### src/rtl/log_antilog_stage.sv
// ---------------------------------------------------------------------------
// log_antilog_stage
//
// Back end of the Mitchell log multiplier.  Takes the characteristic sum and
// the biased mantissa-fraction sum produced by the log-domain adder and turns
// them back into an approximate linear-domain product.  Two register stages
// (S1: exponent/mantissa renormalisation, S2: barrel shift into the product)
// with a valid/ready handshake on both sides.  A sideband tag and a
// zero-operand flag ride along with every transaction.
//
// Ports:
//   clk          rising-edge clock
//   rst          synchronous active-high reset
//   in_valid     input transaction valid
//   in_ready     stage can accept an input this cycle
//   in_sum_k     k1 + k2 (characteristic sum)
//   in_sum_x     x1_t + x2_t + 1, bit M_WIDTH is the fraction carry
//   in_zero      one of the operands was zero
//   in_tag       sideband tag, passed through unchanged
//   out_valid    product valid
//   out_ready    consumer accepts the product
//   out_product  approximate product, 2*DWIDTH bits
//   out_tag      tag belonging to out_product
// ---------------------------------------------------------------------------
module log_antilog_stage #(
    parameter int DWIDTH    = 16,
    parameter int M_WIDTH   = 6,
    parameter int TAG_WIDTH = 4
) (
    input  logic                    clk,
    input  logic                    rst,
    input  logic                    in_valid,
    output logic                    in_ready,
    input  logic [$clog2(DWIDTH):0] in_sum_k,
    input  logic [M_WIDTH:0]        in_sum_x,
    input  logic                    in_zero,
    input  logic [TAG_WIDTH-1:0]    in_tag,
    output logic                    out_valid,
    input  logic                    out_ready,
    output logic [2*DWIDTH-1:0]     out_product,
    output logic [TAG_WIDTH-1:0]    out_tag
);

    localparam int KW = $clog2(DWIDTH) + 1;
    localparam int PW = 2 * DWIDTH;
    // One extra bit so the exponent/shift comparison never wraps.
    localparam int SW = KW + 1;
    localparam logic [SW-1:0] M_CONST = SW'(M_WIDTH);

    // Stage 1 state
    logic                 s1_valid_q, s1_valid_d;
    logic [KW-1:0]        s1_e_q,     s1_e_d;
    logic [M_WIDTH:0]     s1_mant_q,  s1_mant_d;
    logic                 s1_zero_q,  s1_zero_d;
    logic [TAG_WIDTH-1:0] s1_tag_q,   s1_tag_d;

    // Stage 2 (output) state
    logic                 s2_valid_q,   s2_valid_d;
    logic [PW-1:0]        s2_product_q, s2_product_d;
    logic [TAG_WIDTH-1:0] s2_tag_q,     s2_tag_d;

    logic                 s2_load;
    logic                 in_fire;
    logic [PW-1:0]        mant_ext;
    logic [SW-1:0]        e_ext;
    logic [PW-1:0]        shifted;

    // Flow control: the output register refills whenever it is empty or
    // being drained; S1 advances in lockstep with it, so S1 can accept a new
    // input whenever it is empty or its content is moving into S2.
    always_comb begin
        s2_load  = !s2_valid_q || out_ready;
        in_ready = !s1_valid_q || s2_load;
        in_fire  = in_valid && in_ready;
    end

    // Stage 1: fold the fraction carry into the exponent and restore the
    // hidden leading one of the mantissa.
    always_comb begin
        s1_valid_d = s1_valid_q;
        s1_e_d     = s1_e_q;
        s1_mant_d  = s1_mant_q;
        s1_zero_d  = s1_zero_q;
        s1_tag_d   = s1_tag_q;
        if (in_ready) begin
            s1_valid_d = in_valid;
        end
        if (in_fire) begin
            s1_e_d    = in_sum_k + KW'(in_sum_x[M_WIDTH]);
            s1_mant_d = {1'b1, in_sum_x[M_WIDTH-1:0]};
            s1_zero_d = in_zero;
            s1_tag_d  = in_tag;
        end
    end

    // Barrel shift: the mantissa carries M_WIDTH fraction bits, so the binary
    // point sits M_WIDTH places from the right.  Exponents below M_WIDTH shift
    // right and drop fraction bits (truncation, no rounding).
    always_comb begin
        mant_ext = PW'(s1_mant_q);
        e_ext    = {1'b0, s1_e_q};
        shifted  = '0;
        if (e_ext >= M_CONST) begin
            shifted = mant_ext << (e_ext - M_CONST);
        end else begin
            shifted = mant_ext >> (M_CONST - e_ext);
        end
    end

    // Stage 2: the output register only changes when it is free to load, so
    // a stalled product and tag stay frozen until the consumer takes them.
    always_comb begin
        s2_valid_d   = s2_valid_q;
        s2_product_d = s2_product_q;
        s2_tag_d     = s2_tag_q;
        if (s2_load) begin
            s2_valid_d = s1_valid_q;
            if (s1_valid_q) begin
                s2_product_d = s1_zero_q ? '0 : shifted;
                s2_tag_d     = s1_tag_q;
            end
        end
    end

    // Pipeline registers; reset drops every in-flight transaction.
    always_ff @(posedge clk) begin
        if (rst) begin
            s1_valid_q   <= 1'b0;
            s1_e_q       <= '0;
            s1_mant_q    <= '0;
            s1_zero_q    <= 1'b0;
            s1_tag_q     <= '0;
            s2_valid_q   <= 1'b0;
            s2_product_q <= '0;
            s2_tag_q     <= '0;
        end else begin
            s1_valid_q   <= s1_valid_d;
            s1_e_q       <= s1_e_d;
            s1_mant_q    <= s1_mant_d;
            s1_zero_q    <= s1_zero_d;
            s1_tag_q     <= s1_tag_d;
            s2_valid_q   <= s2_valid_d;
            s2_product_q <= s2_product_d;
            s2_tag_q     <= s2_tag_d;
        end
    end

    always_comb begin
        out_valid   = s2_valid_q;
        out_product = s2_product_q;
        out_tag     = s2_tag_q;
    end

endmodule

### config.mk
export PLATFORM = sky130hd
export DESIGN_NAME = log_antilog_stage
export DESIGN_NICKNAME = d
export VERILOG_FILES = /design/src/rtl/log_antilog_stage.sv
export SDC_FILE = /design/constraint.sdc
export NUM_CORES = 1
export LEC_CHECK = 0
export CAP_MARGIN = 20
export CORE_AREA = 2 2 77 86
export DETAILED_ROUTE_END_ITERATION = 10
export DIE_AREA = 0 0 79 88
export PLACE_DENSITY = 0.81
export SYNTH_ARGS = -nofsm -noshare
export SYNTH_HDL_FRONTEND = slang
export SYNTH_SLANG_ARGS = --single-unit
### constraint.sdc
create_clock -name clk -period 3.3 [get_ports clk]
set_clock_uncertainty 0.2 [all_clocks]
set_input_delay 0.825 -clock clk [delete_from_list [all_inputs] [get_ports clk]]
set_output_delay 0.825 -clock clk [all_outputs]
set_load 0.005 [all_outputs]
# Yosys cells after proc, flatten, opt, wreduce, memory -nomap -nowiden
# Cells that the tools add are included.
[op_classes]
add_sub_neg = 3
order_cmp = 1
n_shift = 2
mux = 2
n_reduce_logical = 6
[ops]
columns = ["operator", "n"]
rows = [
  ["32-bit two-way mux", 2],
  ["7-bit by 6-bit << shifter with 32-bit output", 1],
  ["7-bit by 6-bit >> shifter with 32-bit output", 1],
  ["3-bit by 5-bit subtractor with 6-bit output, first input constant", 1],
  ["5-bit by 3-bit subtractor with 6-bit output, second input constant", 1],
  ["5-bit by 1-bit adder with 5-bit output", 1],
  ["5-bit by 3-bit greater-or-equal comparator with 1-bit output, second input constant", 1],
  ["1-bit zero test", 2],
  ["1-bit logical OR", 2],
  ["2-bit AND reduction", 1],
  ["1-bit logical AND", 1],
]
[totals]
register_bits = 55
wordCells = 22

# Depth between registers and ports, before layout
[logic_depth]
depth_word = 4
ltp_mapped = 10

# Worst setup path after synthesis
# OpenSTA, ideal clock, no wires.
[synth_timing]
path_kind = "flip-flop to flip-flop"
start = "register s1_e_q[0]"
end = "register s2_product_q[0] (netlist: out_product[0])"
setup_time_ns = 0.120
arrival_time_ns = 2.025
required_time_ns = 2.980
setup_slack_ns = 0.955
stages_incl_launch_ff = 10
path_buffers = 2
path_cell_list = "dfxtp_1 buf_4 inv_2 ha_1 clkbuf_1 mux4_2 o21ai_0 a21bo_1 a21oi_1 o31ai_1"
[synth_between]
elab_chain_len = 4
[synth_lines]
columns = ["item", "line_no", "source"]
rows = [
  ["start: declaration", "52", "logic [KW-1:0] s1_e_q, s1_e_d;"],
  ["start signal: assignment", "129", "s1_e_q <= '0;"],
  ["start signal: assignment", "138", "s1_e_q <= s1_e_d;"],
  ["3-bit by 5-bit subtractor with 6-bit output / 5-bit by 3-bit subtractor with 6-bit output (equally long branches)", "106, 104", ""],
  ["7-bit by 6-bit >> shifter with 32-bit output / 7-bit by 6-bit << shifter with 32-bit output (equally long branches)", "106, 104", ""],
  ["32-bit two-way mux (*)", "103", "if (e_ext >= M_CONST) begin"],
  ["32-bit two-way mux (*)", "119", "s2_product_d = s1_zero_q ? '0 : shifted;"],
  ["end signal: assignment", "143", "s2_product_q <= s2_product_d;"],
  ["end: declaration", "59", "logic [PW-1:0] s2_product_q, s2_product_d;"],
]
# Mark *: on every way between the ends. The rest lies on a longest branch, timed or not.
# A chain may end at the register's enable or synchronous reset.

# Worst setup path in the final report
[layout_timing]
start = "input out_ready"
end = "output in_ready"
[layout_between]
elab_chain_len = 2
[layout_lines]
columns = ["item", "line_no", "source"]
rows = [
  ["start: declaration", "39", "input logic out_ready,"],
  ["1-bit logical OR", "72", "s2_load = !s2_valid_q || out_ready;"],
  ["1-bit logical OR", "73", "in_ready = !s1_valid_q || s2_load;"],
  ["end: declaration", "33", "output logic in_ready,"],
]
# No other way between the ends.

==> flow_metrics.tcl <==
set metrics [dict create \
    status "finished, final reports clean" \
    ir_worst_vdd_v 0.000207 \
    slew_violations 0 \
    reg2reg_depth 6 \
    final.fill_count 556 \
    worstMarginPinSlew_ns 0.700 \
    die_h_um 88 \
    period_share 0.929 \
    syn_to_final_growth_pct 21.0 \
    cts-root-buf "clkbuf_8" \
    crit_arrival_ns 2.04 \
    synth-edff-count 0 \
    num_io_pins 59 \
    layout-drive-gt1-share 0.115 \
    grt-ovfl-total 0 \
    worst-setup-path-type "in -> out" \
    yosysWarningCount 0 \
    hold_end "out_product[8]" \
    initial_core_util 0.506 \
    post_cts_resized 0 \
    yosysMostFrequentCell "nand2_1" \
    seq_area_frac_synth 0.358 \
    die_area_mm2 0.00695 \
    ant_nets 0 \
    fp.dieW_um 79 \
    powerDensity_mw_per_mm2 371 \
    vias_per_cell 5.90 \
    reg2reg_to "out_product[24]" \
    dp_hpwl_um 5890 \
    insertion_delay_ns 0.31 \
    synth_seq_cells 55 \
    synth_top_area_frac 0.358 \
    syn_inst 349 \
    yosys-top-cells-count "nand2_1, dfxtp_1, a21oi_1, nor2_1, a22o_1" \
    crit_fanout 5 \
    coreArea_mm2 0.00608 \
    hold_ws_ns 0.258 \
    seq_area_mm2 0.00110 \
    netlist_area_mm2 0.00308 \
    cts_tree "done" \
    fmax_mhz 326 \
    finalSetupViolations 0 \
    setup_ws_ns 0.236 \
    drtPass1Iterations 5 \
    clock_sinks 55 \
    vias 2833 \
    rr_startpoint "s1_e_q[2]" \
    cts_setup_buffers 0 \
    ys_types 71 \
    cts-hold-fix-buffers 0 \
    grt_pass1_wl_um 12700 \
    rsz0062_at_grt "no" \
    portBuffers 58 \
    synth.avg_cell_area_um2 8.81 \
    route.detailed.drc 0 \
    crit_path_start_kind "input port" \
    nNetsFinal 425 \
    hold_viol_final 0 \
    final.min_clock_period_ns 3.06 \
    rows 30 \
    synth-async-reset-ratio 0 \
    clk_pin_slew_ns 0.10 \
    grt_usage 0.231 \
    hold_depth 2 \
    grt_antenna_before_repair 0 \
    worstHoldPathType "reg -> reg" \
    drt_first_iter_violations 192 \
    synth.area.top_cells "dfxtp_1, nand2_1, a21oi_1, a22o_1, nor2_1" \
    reg2reg_slack_ns 0.59 \
    htree_levels 2 \
    required_ns 2.27 \
    worst_setup_path_end_kind "output pin" \
    tns_ns 0 \
    post-place-ws_ns 0.242 \
    syn-num-nets 375 \
    relSlewSlack 0.530 \
    leakagePower_nw 1.36 \
    cap_violations 0 \
    worstHoldStart "out_product[8]" \
    grt_max_degree 33 \
    synth_top_area_cell "dfxtp_1" \
    clockBufferDepth 2 \
    yosys_most_used_dff "dfxtp_1" \
    antenna_cells 0 \
    numCtsBuffers 5 \
    multiInputGateArea_mm2 0.00174 \
    wl_per_cell_um 16.1 \
    grt_pass1_vias 2589 \
    place_congestion 0.961 \
    wirelength_um 7710 \
]
-- critical path, stage by stage --
cell,delay [ns]
clkdlybuf4s50_1,0.42
nor2b_2,0.22
nand2_1,0.12
clkdlybuf4s50_1,0.46
-- cell families after synthesis --
group	share of synthesized area
muxes	0.0720
AOI/OAI and AO/OA	0.257
and+or+nand+nor	0.204
xor gates and xnor gates	0.0142
DFF	0.358
buffers and inverters	0.0749
adders and majority gates	0.0203
-- layout by cell type, fill, tap and decap left out, types with 6 or more instances in the layout --
| master | count |
|---|---|
| clkbuf_8 | 6 |
| clkdlybuf4s50_1 | 58 |
| nand3_1 | 6 |
| a22oi_1 | 7 |
| a22o_1 | 12 |
| dfxtp_1 | 55 |
| nand2_1 | 61 |
| buf_4 | 10 |
| a211oi_1 | 8 |
| a32oi_1 | 6 |
| a21oi_1 | 26 |
| mux2i_1 | 6 |
| nor2_1 | 25 |
| o21ai_1 | 9 |
-- report_power, final --
group	switching, W	internal, W	leakage [nW]
logic	0.000169	0.000119	0.864
registers	0.0000253	0.000681	0.447
clock network	0.000215	0.000172	0.0484
-- through the flow --
step,power [W],instances,cell area [um2],util
finish,0.00138,480,3720,0.612
global route,0.00144,480,3720,0.612
CTS,0.00139,480,3720,0.612
detailed placement,0.00101,472,3630,0.597
global placement,0.00100,472,3630,0.597
floorplan,0.000929,349,3080,-
-- registers in the layout, indices dropped and copies added (netlist names) --
| name | count |
|---|---|
| out_valid | 1 |
| s1_e_q | 5 |
| s1_mant_q | 7 |
| out_product | 32 |
| out_tag | 4 |
| s1_tag_q | 4 |
| s1_zero_q | 1 |
| s1_valid_q | 1 |
-- routing by layer --
| layer | track usage | vias up | routed length, um |
|---|---|---|---|
| li1 | - | 1386 | - |
| met2 | 0.394 | 85 | 3760 |
| met3 | 0.0371 | 16 | 348 |
| met1 | 0.295 | 1346 | 3410 |
| met5 | 0 | - | 0 |
| met4 | 0.0862 | 0 | 195 |
-- final cells by class --
cell class / instances / share of cell area
Sequential cell: 55 / 0.296
Clock buffer: 7 / 0.0232
Timing Repair Buffer: 68 / 0.176
Multi-Input combinational cell: 262 / 0.469
Inverter: 7 / 0.00706
Clock inverter: 1 / 0.00235
Tap cell: 80 / 0.0269
-- worst max-delay path by stage --
stage | from | end | slack (ns)
3_3_place_gp | out_ready | in_ready | 0.25
3_5_place_dp | out_ready | in_ready | 0.24
2_1_floorplan | s1_e_q[0] | out_product[0] | 0.95
6_report | out_ready | in_ready | 0.24
5_1_grt | out_ready | in_ready | 0.17
4_1_cts | out_ready | in_ready | 0.24
Power figures use the tool's default switching activity.
